===== src/rtl/mdu_pkg.sv =====
// Shared encodings and sizing for the multiply/divide unit.
package mdu_pkg;
    localparam int MDU_WIDTH = 32;
    localparam int MDU_CNT_W = $clog2(MDU_WIDTH);
    localparam logic [MDU_CNT_W-1:0] ITER_LAST = MDU_CNT_W'(MDU_WIDTH - 1);

    typedef enum logic [2:0] {
        MDU_NOP   = 3'd0,
        MDU_MULT  = 3'd1,
        MDU_MULTU = 3'd2,
        MDU_DIV   = 3'd3,
        MDU_DIVU  = 3'd4,
        MDU_MTHI  = 3'd5,
        MDU_MTLO  = 3'd6,
        MDU_RSVD  = 3'd7
    } mdu_op_e;

    typedef enum logic [1:0] {
        IDLE = 2'd0,
        BUSY = 2'd1,
        DONE = 2'd2
    } mdu_state_e;
endpackage


===== src/rtl/mdu_iter_step.sv =====
// One radix-2 iteration on the {upper, lower} working register: shift-add
// multiply or restoring shift-subtract divide. Purely combinational.
module mdu_iter_step #(
    parameter int W = 32
) (
    input  logic           i_is_div,
    input  logic [2*W-1:0] i_work,
    input  logic [W-1:0]   i_opnd,
    output logic [2*W-1:0] o_work
);
    logic [W:0]     w_sum;
    logic [W:0]     w_acc;
    logic [2*W-1:0] w_mul;
    logic [W:0]     w_up;
    logic [W:0]     w_diff;
    logic           w_ge;
    logic [2*W-1:0] w_div;

    // Multiply: add multiplicand into the accumulator when the LSB is set,
    // then shift the carry-extended {acc, multiplier} right by one.
    assign w_sum = {1'b0, i_work[2*W-1:W]} + {1'b0, i_opnd};
    assign w_acc = i_work[0] ? w_sum : {1'b0, i_work[2*W-1:W]};
    assign w_mul = {w_acc, i_work[W-1:1]};

    // Divide: the partial remainder gains the next dividend bit and may
    // reach W+1 bits before the trial subtraction.
    assign w_up   = i_work[2*W-1:W-1];
    assign w_diff = w_up - {1'b0, i_opnd};
    assign w_ge   = (w_up >= {1'b0, i_opnd});
    assign w_div  = w_ge ? {w_diff[W-1:0], i_work[W-2:0], 1'b1}
                         : {w_up[W-1:0],   i_work[W-2:0], 1'b0};

    assign o_work = i_is_div ? w_div : w_mul;
endmodule


===== src/rtl/mdu_ctrl.sv =====
// EX-stage multiply/divide sequencer owning HI/LO; 33 stall cycles per
// MULT/DIV, zero for MTHI/MTLO; flush aborts without touching HI/LO.
module mdu_ctrl
    import mdu_pkg::*;
#(
    parameter int WIDTH = MDU_WIDTH
) (
    input  logic             clk,
    input  logic             rst,
    input  logic             start,
    input  logic [2:0]       op,
    input  logic [WIDTH-1:0] src_a,
    input  logic [WIDTH-1:0] src_b,
    input  logic             flush,
    output logic             ready,
    output logic             busy,
    output logic [WIDTH-1:0] hi,
    output logic [WIDTH-1:0] lo
);
    localparam int CW = $clog2(WIDTH);

    mdu_state_e       r_state;
    logic [CW-1:0]    r_cnt;
    logic [2*WIDTH-1:0] r_work;
    logic [WIDTH-1:0] r_opnd;
    logic             r_is_div;
    logic             r_sign_a;
    logic             r_sign_b;
    logic             r_div0;
    logic [WIDTH-1:0] r_hi;
    logic [WIDTH-1:0] r_lo;

    mdu_op_e            w_op;
    logic               w_is_arith;
    logic               w_signed;
    logic               w_is_div_op;
    logic [WIDTH-1:0]   w_mag_a;
    logic [WIDTH-1:0]   w_mag_b;
    logic [2*WIDTH-1:0] w_step;
    logic               w_neg;
    logic [2*WIDTH-1:0] w_prod;
    logic [WIDTH-1:0]   w_quo;
    logic [WIDTH-1:0]   w_rem;
    logic [WIDTH-1:0]   w_res_hi;
    logic [WIDTH-1:0]   w_res_lo;

    assign w_op        = mdu_op_e'(op);
    assign w_is_arith  = (w_op == MDU_MULT) || (w_op == MDU_MULTU) ||
                         (w_op == MDU_DIV)  || (w_op == MDU_DIVU);
    assign w_signed    = (w_op == MDU_MULT) || (w_op == MDU_DIV);
    assign w_is_div_op = (w_op == MDU_DIV)  || (w_op == MDU_DIVU);
    assign w_mag_a     = (w_signed && src_a[WIDTH-1]) ? -src_a : src_a;
    assign w_mag_b     = (w_signed && src_b[WIDTH-1]) ? -src_b : src_b;

    mdu_iter_step #(.W(WIDTH)) u_step (
        .i_is_div (r_is_div),
        .i_work   (r_work),
        .i_opnd   (r_opnd),
        .o_work   (w_step)
    );

    // Sign fix-up on the finished magnitudes; remainder follows the dividend.
    assign w_neg    = r_sign_a ^ r_sign_b;
    assign w_prod   = w_neg ? -r_work : r_work;
    assign w_quo    = w_neg ? -r_work[WIDTH-1:0] : r_work[WIDTH-1:0];
    assign w_rem    = r_sign_a ? -r_work[2*WIDTH-1:WIDTH] : r_work[2*WIDTH-1:WIDTH];
    assign w_res_hi = r_is_div ? w_rem : w_prod[2*WIDTH-1:WIDTH];
    assign w_res_lo = r_is_div ? (r_div0 ? '1 : w_quo) : w_prod[WIDTH-1:0];

    always_ff @(posedge clk) begin
        if (rst) begin
            r_state  <= IDLE;
            r_cnt    <= '0;
            r_work   <= '0;
            r_opnd   <= '0;
            r_is_div <= 1'b0;
            r_sign_a <= 1'b0;
            r_sign_b <= 1'b0;
            r_div0   <= 1'b0;
            r_hi     <= '0;
            r_lo     <= '0;
        end else if (flush) begin
            r_state <= IDLE;
            r_cnt   <= '0;
        end else begin
            case (r_state)
                IDLE: begin
                    if (start && w_is_arith) begin
                        r_work   <= {{WIDTH{1'b0}}, w_mag_a};
                        r_opnd   <= w_mag_b;
                        r_is_div <= w_is_div_op;
                        r_sign_a <= w_signed && src_a[WIDTH-1];
                        r_sign_b <= w_signed && src_b[WIDTH-1];
                        r_div0   <= w_is_div_op && (src_b == '0);
                        r_cnt    <= '0;
                        r_state  <= BUSY;
                    end else if (start && w_op == MDU_MTHI) begin
                        r_hi <= src_a;
                    end else if (start && w_op == MDU_MTLO) begin
                        r_lo <= src_a;
                    end
                end
                BUSY: begin
                    r_work <= w_step;
                    if (r_cnt == ITER_LAST) begin
                        r_cnt   <= '0;
                        r_state <= DONE;
                    end else begin
                        r_cnt <= r_cnt + 1'b1;
                    end
                end
                DONE: begin
                    // The issuing instruction is still in EX here, so start is ignored.
                    r_hi    <= w_res_hi;
                    r_lo    <= w_res_lo;
                    r_state <= IDLE;
                end
                default: r_state <= IDLE;
            endcase
        end
    end

    always_comb begin
        ready = 1'b1;
        if (flush)
            ready = 1'b1;
        else if (r_state == BUSY)
            ready = 1'b0;
        else if (r_state == IDLE && start && w_is_arith)
            ready = 1'b0;
    end

    assign busy = (r_state == BUSY) || (r_state == DONE);
    assign hi   = r_hi;
    assign lo   = r_lo;
endmodule


===== config.mk =====
export PLATFORM = sky130hd
export DESIGN_NAME = mdu_ctrl
export DESIGN_NICKNAME = d
export VERILOG_FILES = /design/src/rtl/mdu_pkg.sv /design/src/rtl/mdu_iter_step.sv /design/src/rtl/mdu_ctrl.sv
export SDC_FILE = /design/constraint.sdc
export NUM_CORES = 1
export LEC_CHECK = 0
export CORE_AREA = 5 5 164 166
export DETAILED_ROUTE_END_ITERATION = 10
export DIE_AREA = 0 0 169 171
export PLACE_DENSITY = 0.8
export SYNTH_ARGS = -nofsm -noshare
export SYNTH_HDL_FRONTEND = slang
export SYNTH_SLANG_ARGS = --single-unit
export TNS_END_PERCENT = 20

===== constraint.sdc =====
create_clock -name clk -period 4.2 [get_ports clk]
set_input_delay 0.84 -clock clk [delete_from_list [all_inputs] [get_ports clk]]
set_output_delay 0.84 -clock clk [all_outputs]
set_load 0.01 [all_outputs]

[Yosys cells after proc, flatten, opt, wreduce, memory -nomap -nowiden]
Cells that the tools add are included.
Operators by class
  reductions and logical operators: 25
  equality and inequality tests: 15
  add/sub/neg operators: 8
  muxes and demuxes: 29
  order comparisons: 1
  multipliers: 0
  bitwise gates (word level): 2
  div/mod/pow operators: 0
  shifts and indexed selects: 0
Operator list (number)
  $mux W32: 12
  $mux W64: 4
  $neg A32 Y32: 4
  $pmux W32 S2: 2
  $pmux W64 S2: 1
  $neg A64 Y64: 1
  $add A32 B32 Y33: 1
  $ge A33 B32 Y1: 1
  $mux W33: 1
  $logic_not A32 Y1: 1
  $sub A32 B32 Y32: 1
  $ne A2 B2 Y1 const B: 6
  $mux W5: 2
  $pmux W5 S2: 1
  $eq A3 B3 Y1 const B: 3
  $logic_and A1 B1 Y1: 8
  $eq A3 B2 Y1 const B: 2
  $logic_or A1 B1 Y1: 6
  $reduce_and A3 Y1: 2
  $add A5 B1 Y5 const B: 1
  $eq A5 B5 Y1 const B: 1
  $reduce_and A5 Y1: 1
  $mux W2: 2
  $pmux W2 S2: 1
  11 further kinds: 15
Storage, ports and cells
  flip-flop bits (word level): 171
  memory bits (writable): 0
  output and inout bits: 66
  latch bits: 0
  memory bits (read-only): 0
  memories kept: 0
  word-level logic and storage cells: 90
  bits of input ports: 71

[Depth between registers and ports, before layout]
Gate-level depths: netlist of run 1.
  word-level depth: 8
  mapped depth: 13
  gate-level depth less buffers: 13

[Hierarchy]
From an unflattened synthesis of run 1, not the netlist that was laid out.
Unflattened totals
  cell total of the unflattened synthesis: 2072
  area, all modules: 15247.1 sq um
By module, submodules not included
  mdu_ctrl: times used 1, cells an instance 1320, area an instance 10127.2 sq um
  mdu_iter_step: times used 1, cells an instance 752, area an instance 5119.9 sq um

[Least setup slack after synthesis of run 1]
Ideal clock, no wire load.
  path kind: in2reg
  from: input src_a[11]
  to: register r_work[25]
  stages: 9
  setup time: 0.132 ns
  data arrival time: 3.230 ns
  setup slack: 0.837 ns
  cells stage by stage: or4_1 or4_1 nor4_1 nand3_1 o41ai_1 xor2_1 nor2_1 o21ai_0 a21oi_1
Between the ends
  cells in the longest elaborated chain, start to end: 4
RTL lines
  from (decl): RTL line mdu_ctrl.sv:12  | input logic [WIDTH-1:0] src_a,
  $neg A32 Y32: RTL line mdu_ctrl.sv:52  | assign w_mag_a = (w_signed && src_a[WIDTH-1]) ? -src_a : src_a;
  $mux W32: RTL line mdu_ctrl.sv:52
  $mux W64: RTL line mdu_ctrl.sv:88  | if (start && w_is_arith) begin
  $pmux W64 S2: RTL line mdu_ctrl.sv:86  | case (r_state)
  to (signal assigned): RTL line mdu_ctrl.sv:89  | r_work <= {{WIDTH{1'b0}}, w_mag_a};
  to (signal assigned): RTL line mdu_ctrl.sv:104  | r_work <= w_step;
  to (decl): RTL line mdu_ctrl.sv:24  | logic [2*WIDTH-1:0] r_work;
Every way passes these cells. The select of a mux whose other input is x is not followed.
A chain may end at the register's enable or synchronous reset.

[Final worst setup path of run 1]
  from: register r_work[14]
  to: register r_hi[28] (netlist: hi[28])
Between the ends
  cells in the longest elaborated chain, start to end: 4
RTL lines
  $neg A64 Y64: RTL line mdu_ctrl.sv:64  | assign w_prod = w_neg ? -r_work : r_work;
  $mux W64: RTL line mdu_ctrl.sv:64
  $mux W32: RTL line mdu_ctrl.sv:67  | assign w_res_hi = r_is_div ? w_rem : w_prod[2*WIDTH-1:WIDTH];
  $pmux W32 S2: RTL line mdu_ctrl.sv:86
  to (signal assigned): RTL line mdu_ctrl.sv:98  | r_hi <= src_a;
  to (signal assigned): RTL line mdu_ctrl.sv:114  | r_hi <= w_res_hi;
  to (decl): RTL line mdu_ctrl.sv:30  | logic [WIDTH-1:0] r_hi;
Every way passes these cells.

==> run summary, run 1 <==
For the worst-skew pair, the clock arrives at the later sink with an insertion delay of 0.46 ns. The library cell used most frequently in the layout, excluding fill and tap cells, is a21oi_1. The top cell types in the final layout, fill and taps aside, are 222 x a21oi_1, 215 x nand2_1, 177 x nor2_1. The count of buffers inserted at the top-level ports was 136. Timing analysis after detailed placement gives a worst setup slack of 0.241 ns.

For the sum of routed wire length over all layers, the log shows 51400 um. The die span in y is 171 um. The end of the worst hold path was hi[15]$_SDFFE_PP0P_. In this run, distinct cell masters in the synthesized netlist total 80. The tools report the hold path startpoint as hi[15]$_SDFFE_PP0P_.

For this block, the via count after detailed routing is 15576. Counting flops with an async set or reset pin after synthesis yields a share of 0%. Across every metal layer, demand over resource in global routing totals 34.1%. Entering global routing, the biggest net connects 83 pins. After detailed routing, the number of remaining DRC violations is 0. Dividing the detail-routed via count by the number of cells gives 6.55. Number of buffers and inverters on the critical path: 0. The tools report the placeable core region as 0.0255 mm^2. For the maximum buffer depth of the clock tree, the log shows 2. In this run the critical register-to-register path is captured at hi[28]$_SDFFE_PP0P_. The critical path is of the reg2reg type. The largest single stage delay on the critical path is 0.63 ns. The endpoint arrival time on the critical path was 4.16 ns; the final RePlAce weighted congestion was 0.974. The completed layout was analyzed and its total power is 4.50 mW. Based on the critical path, the design can be clocked at up to 262 MHz. The final clock period utilization by the worst path is 90.9%. The tools report the element type at the critical path start as a flop. In this run, post-CTS repair resized a total of 0 instances.

The worst register-to-register path has a setup slack of 0.38 ns. The H-tree depth is 4. The cell sitting at the root of the clock tree is a clkbuf_16. TritonCTS built the clock tree.

Yosys printed 0 warnings. The synthesis-to-finish area growth is 16.3%. Setup violations remaining at the end of the flow were counted as 0. The flow ran to the end, and the final reports show no timing, DRC or antenna violations. Once the clock tree was built, the setup fixing pass inserted 0 buffers. Initial core utilization: 56.6%. The worst hold path belongs to the class reg2reg.

The run gives 0 as the final-report hold violation count. Traced cell by cell, the critical path runs through or4_1 > nor4_2 > nand4b_1 > o31ai_1 > nand4_1 > o31ai_1 > xor2_1 > a21oi_1 > a21o_1. For the total number of nets in the final design, the log shows 2177. VDD sags by at most 0.203 mV. The number of ports placed on the die boundary came out at 137. The tools report the headroom to the max-slew limit as 36.6%. The post-synth design cell area came out at 0.0144 mm^2. Max-cap violations in this run came to 0. The number of global-route vias before repair is 14192, and the flip-flop and latch count after synthesis is 171. The wire-length estimate of the detail-placed layout is 39300 um. Clock-pin slew was measured on the worst setup and hold paths at 0.08 ns. At the pin with the least slew margin, the transition time is 0.948 ns.

The run gives 1935 as the number of violations reported at the end of detailed-routing iteration 0. The first global-routing pass estimated 79000 um of wire. Leakage power total: 6.50 nW.

The cell depth of the worst hold path was 1. Cell at the slowest stage of the critical path: or4_1. For the worst setup path, the data required time is 4.54 ns. Buffers inserted to repair hold after CTS numbered 0. Final critical delay including setup and external delays: 3.82 ns. The die is 169 um wide. Number of pins with negative max-slew slack in the final report: 0. STA classifies the critical path endpoint as a flop. The tools report the critical register-to-register path startpoint as r_work[14]$_SDFFE_PP0P_. The total overflow left after global routing is 0. The finished cells cover 0.0168 mm^2. The count of flip-flops with a built-in enable after synthesis is 0, and the number of detailed-routing iterations run before antenna repair is 5.

The initial antenna violation count came out at 1. Fill cells in the final layout number 2270. The row count was 59; the maximum fanout count along the critical path was 9. The power per unit of standard cell area was 268 mW/mm^2; the number of diodes was 0.

The clock arrives with 0.0177 ns of skew. Of the cells placed in the final design, the portion with a size suffix greater than 1 is 6.46%. Synthesis produced a netlist with a net count of 2094.

In the synthesized netlist, the number of instances is 1948. The number of routed nets with antenna violations is 0, and the final hold slack is 0.452 ns. The worst-case setup margin in the final layout was 0.381 ns. For this run, the register share of the synthesized area comes to 23.8%. The logs give 0 ns for the final sum of negative setup slack and 0.0162 mm^2 for the post-placement cell area. The flip-flop cell with the highest count after synthesis is dfxtp_1.

Area enclosed by the die boundary: 0.0289 mm^2. Buffers inserted during clock tree synthesis total 17. Final routed wire length divided by cell count: 21.6 um. Setup repair after global routing left no endpoint under its margin. Counting cells, the worst reg-to-reg path comes to 9. The number of clock sinks seen by CTS is 171. The kind of cell adding the most delay to the critical path was simple AND/OR/NAND/NOR gates. A synthesized cell averages 7.40 um^2. The most prevalent standard cell on the critical path is o31ai_1.
-- state kept, by name (all words and copies together), names as in the netlist --
name and cells:
r_sign_a 1, lo 32, r_work 64, r_state 2
r_opnd 32, r_div0 1, r_is_div 1, r_sign_b 1
r_cnt 5, hi 32
-- logic make-up after synthesis --
family / Yosys count / share of synthesized area [%]
AOI/OAI and AO/OA: 673 / 30.5
and+or+nand+nor: 608 / 19.7
buffers and inverters: 204 / 5.73
DFF: 171 / 23.8
xor gates and xnor gates: 161 / 9.79
adders and majority gates: 75 / 6.62
muxes: 56 / 3.93
-- worst max path at each step --
stage,slack [ns],to,startpoint,cells past startpoint
CTS,0.49,hi[28]$_SDFFE_PP0P_,r_work[14]$_SDFFE_PP0P_,9
global route,0.07,hi[28]$_SDFFE_PP0P_,r_work[14]$_SDFFE_PP0P_,9
finish,0.38,hi[28]$_SDFFE_PP0P_,r_work[14]$_SDFFE_PP0P_,9
detailed placement,0.24,r_work[25]$_SDFFE_PP0P_,src_a[11],11
floorplan,0.84,r_work[25]$_SDFFE_PP0P_,src_a[11],9
global placement,0.28,r_work[24]$_SDFFE_PP0P_,src_a[11],10
-- metrics by stage --
step,utilization [%],instances
2_1_floorplan,-,1948
3_3_place_gp,63.4,2347
3_5_place_dp,63.4,2347
4_1_cts,65.8,2379
5_1_grt,65.8,2379
6_report,65.8,2379
-- area by class of cell --
type | count | area [um^2] | area share (%)
clock buffers | 19 | 443 | 2.64
clock inverters | 13 | 150 | 0.896
inverters | 63 | 236 | 1.41
multi-input cells | 1573 | 10200 | 60.8
flip-flops and latches | 171 | 3430 | 20.5
well taps | 335 | 419 | 2.50
repair buffers | 205 | 1890 | 11.3
-- synthesized netlist by cell type (all sizes together) (5+ instances only) --
cell	number	share of area, %
o21bai	5	0.26
a22o	9	0.55
dfxtp	171	24
and3	12	0.52
mux2	5	0.39
a211oi	58	3.0
a21o	44	2.3
ha	73	6.3
or4	15	0.81
a31oi	13	0.56
o211ai	40	2.1
o21ai	106	3.7
nor3b	9	0.47
a21boi	5	0.26
nand2b	11	0.48
nor2	179	4.7
o31ai	36	1.9
nor2b	14	0.61
xor2	80	4.9
clkbuf	127	3.5
inv	61	1.6
buf	12	0.49
a22oi	5	0.26
mux2i	51	3.5
and2	13	0.56
a21oi	222	7.7
o41ai	13	0.79
o22ai	7	0.30
o21a	16	0.83
a211o	20	1.2
o221ai	26	1.6
nand4	11	0.48
nand3	28	0.97
a311oi	7	0.43
nor4	18	0.87
a221o	8	0.56
nor3	45	1.6
a221oi	6	0.36
xnor2	81	4.9
nand2	215	5.6
or3	17	0.76
-- per-layer routing --
metal	routed length (um)	vias to the layer above	part of all wire (%)	GRT usage [%]
met2	21800	835	42	51.3
li1	-	7297	-	-
met4	2190	0	4.3	14.5
met1	21900	7296	43	47.1
met3	5530	148	11	7.90
met5	0	-	0	0
-- where the power goes --
group | switching [mW] | internal [mW]
Combinational | 0.687 | 0.433
Sequential | 0.0576 | 1.66
Clock | 0.797 | 0.864
Total | 1.54 | 2.96
No activity file was read; power rests on OpenSTA's default activity.
==> run 2, diff against run 1 <==
- RECOVER_POWER: unset -> 50
==> run summary, run 2 (synthesis results as in run 1) <==
The run finished, with violations left. The final reports fail on max-capacitance violations, max-slew violations. The tools report the critical register-to-register path startpoint as r_work[14]$_SDFFE_PP0P_. For the number of clock sinks seen by CTS, the log shows 171 (unchanged).

The worst-case clock skew was 0.0197 ns (+0.00199 ns). The tools report the element type at the critical path start as a flop. The type of the worst setup path was reg2reg.

Switching portion of total power: 34.4% (+0.12 points). The final-report hold violation count came out at 0 (unchanged). For the final design instance area without fill, the log shows 0.0167 mm^2 (about the same). The run gives 4.50 mW (about the same) as the total chip power. For the clock network fraction of design power, the log shows 37.0% (about the same). More flip-flops sit in one register than any other, and that register is r_work.

The global-route usage over all layers came out at 34.1% (unchanged). The most frequent standard cell in the layout excluding fill and tap cells is a21oi_1. The tools report the peak supply drop as 0.204 mV (+0.39%).

The final critical delay including setup and external delays came out at 3.82 ns (+0.00310 ns). The tools report the end of the worst register-to-register path as hi[28]$_SDFFE_PP0P_. In this run the worst setup path terminates at hi[28]$_SDFFE_PP0P_. The maximum fanout count along the critical path was 9 (unchanged); the transition time at the pin with the least slew margin was 1.93 ns (+0.981 ns). The worst reg-to-reg setup slack is 0.38 ns (about the same), and the length of routed wiring on met1 is 22100 um (+0.63%).

The number of fill cells in the layout came out at 2274 (+0.18%). The final sum of negative setup slack was 0 ns (unchanged). For the final routed DRC violation total, the log shows 0 (unchanged).

The H-tree depth came out at 4 (unchanged). The number of detailed-routing iterations run before antenna repair came out at 7 (+2). The maximum number of pins on one net before global-route repair is 83 (unchanged), and the count of buffers inserted at the top-level ports is 136 (unchanged). The tools report the area enclosed by the die boundary as 0.0289 mm^2 (unchanged). The run gives 0.974 (unchanged) as the final RePlAce weighted congestion.

The number of ports placed on the die boundary is 137 (unchanged). The endpoint arrival time on the critical path is 4.16 ns (about the same), and the post-cts hold buffer count is 0 (unchanged). The combinational fraction of design power came out at 24.8% (about the same). The clock transition time at the flip-flop clock pins of the worst setup and hold paths was 0.08 ns (about the same); the sum of routed wire length over all layers was 51400 um (about the same). The HPWL after detailed placement is 39300 um (unchanged), and the die span in y is 171 um (unchanged).

The width of the die is 169 um (unchanged), and the number of cells on the worst reg-to-reg path is 9 (unchanged). Register area: 0.00343 mm^2 (unchanged). Fraction of final layout cells with drive strength greater than 1: 6.36% (-0.098 points). Routed signal wires occupy layers up through met4. Wire length of the first global-routing pass: 79000 um (unchanged). The library cells used most frequently in the layout, excluding fill and tap cells, are 222 x a21oi_1, 215 x nand2_1, 177 x nor2_1. TritonCTS built the clock tree. The placeable core region is 0.0255 mm^2 (unchanged), and the headroom to the max-slew limit is -28.5% (-65 points). The post-placement cell area was 0.0162 mm^2 (unchanged); the data required time of the critical path was 4.54 ns (about the same).

The number of global-route vias before repair was 14192 (unchanged). For the total number of nets in the final design, the log shows 2177 (unchanged). The initial core utilization was 56.6% (unchanged). The tools report the number of diodes as 0 (unchanged). The synthesis-to-finish area growth is 16.2% (about the same), and the timing-limited maximum frequency is 262 MHz (about the same).

STA classifies the critical path endpoint as a flop. The type of the worst min-delay path was reg2reg. The most critical setup path has its startpoint at r_work[14]$_SDFFE_PP0P_. The via count was 15567 (-0.058%); the final non-filler cell total was 2379 (unchanged).

The logs give 0 (unchanged) for the number of routed nets with antenna violations and 0.46 ns (about the same) for the insertion delay to the later sink of the worst-skew pair. The average vias per placed instance is 6.54 (about the same), and the cell-internal power is 2.95 mW (about the same). The number of pins with negative max-slew slack in the final report came out at 90 (+90).

The sequential group share of total power is 38.1% (about the same), and the power per unit of standard cell area is 269 mW/mm^2 (+0.14%). The maximum buffer depth of the clock tree was 2 (unchanged). The post-CTS setup buffer count is 0 (unchanged), and the area occupied by multi-input gates is 0.0102 mm^2 (unchanged). The tools report the number of violations reported at the end of detailed-routing iteration 0 as 2004 (+3.6%). The power spent charging and discharging nets is 1.55 mW (+0.43%), and the number of buffers inserted during clock tree synthesis is 17 (unchanged). Final routed wire length divided by cell count: 21.6 um (about the same). The detailed route wirelength on metal3 is 5460 um (-1.1%). The row count came out at 59 (unchanged).

The number of cells in the design after placement is 2347 (unchanged). The number of flip-flops under the largest register name was 64 (unchanged). Setup repair after global routing left no endpoint under its margin.

The logs give 6.72 nW (+3.4%) for the leakage power total and 21800 um (about the same) for the routed length on met2. Buffer cell driving the clock tree root: clkbuf_16. For the quantity of gates resized following cts, the log shows 0 (unchanged). The run gives 0 (unchanged) as the number of failing setup endpoints in the final timing report. The run gives 1 (unchanged) as the initial antenna violation count.

The number of violations of the max-capacitance limit came out at 2 (+2). The overflow left after global routing is 0 (unchanged). Final clock period utilization by the worst path: 91.0% (about the same).
[run 2: changes by cell type in the layout (fill, tap and decap cells not counted)]
cell,change
clkbuf_1,+2
clkdlybuf4s50_1,-66
and2_1,-1
and2_0,+1
buf_4,-2
dlygate4sd3_1,+66
[run 2: how the worst min path moves through the flow]
stage                                         end  depth (start not counted)                     from
after global placement         hi[0]$_SDFFE_PP0P_                          1       hi[0]$_SDFFE_PP0P_
after detailed placement      hi[10]$_SDFFE_PP0P_                          1      hi[10]$_SDFFE_PP0P_
final                         hi[16]$_SDFFE_PP0P_                          1      hi[16]$_SDFFE_PP0P_
after floorplan           r_opnd[31]$_SDFFE_PP0P_                          2  r_opnd[31]$_SDFFE_PP0P_
after CTS                     lo[23]$_SDFFE_PP0P_                          2      lo[23]$_SDFFE_PP0P_
after global routing          lo[23]$_SDFFE_PP0P_                          2      lo[23]$_SDFFE_PP0P_
[run 2: layout make-up]
class                      instances  share of cell area, %
multi-input combinational       1573                   60.8
sequential                       171                   20.5
timing repair buffer             205                   11.2
clock buffer                      19                   2.65
tap                              335                   2.50
inverter                          63                   1.41
clock inverter                    13                  0.897
[run 2: metrics by stage]
step | setup slack [ns] | hold WS, ns | utilization [%]
5_1_grt | 0.0653 | 0.466 | 65.7
2_1_floorplan | 0.837 | 0.449 | -
3_3_place_gp | 0.280 | 0.434 | 63.4
3_5_place_dp | 0.241 | 0.439 | 63.4
4_1_cts | 0.489 | 0.454 | 65.8
6_report | 0.378 | 0.447 | 65.7
[run 2: layer usage]
layer / GRT usage [%] / up-vias
met4: 14.5 / 0
met5: 0 / -
met3: 7.90 / 134
met2: 51.3 / 857
li1: - / 7304
met1: 47.1 / 7272
[run 2: critical path: stages, from the launching register on]
cell and delay (ns):
dfxtp_1 0.38, or4_1 0.62, nor4_2 0.31, nand4b_1 0.49, o31ai_1 0.60, nand4_1 0.44
o31ai_1 0.42, xor2_1 0.18, a21oi_1 0.08, a21o_1 0.18
[run 2: power by group through the flow]
stage | combinational (mW) | sequential [mW] | clock, mW
2_1_floorplan | 0.714 | 1.72 | 0
3_3_place_gp | 1.08 | 1.75 | 0
3_5_place_dp | 1.09 | 1.75 | 0
4_1_cts | 1.10 | 1.71 | 1.66
5_1_grt | 1.20 | 1.72 | 1.71
6_report | 1.12 | 1.72 | 1.67
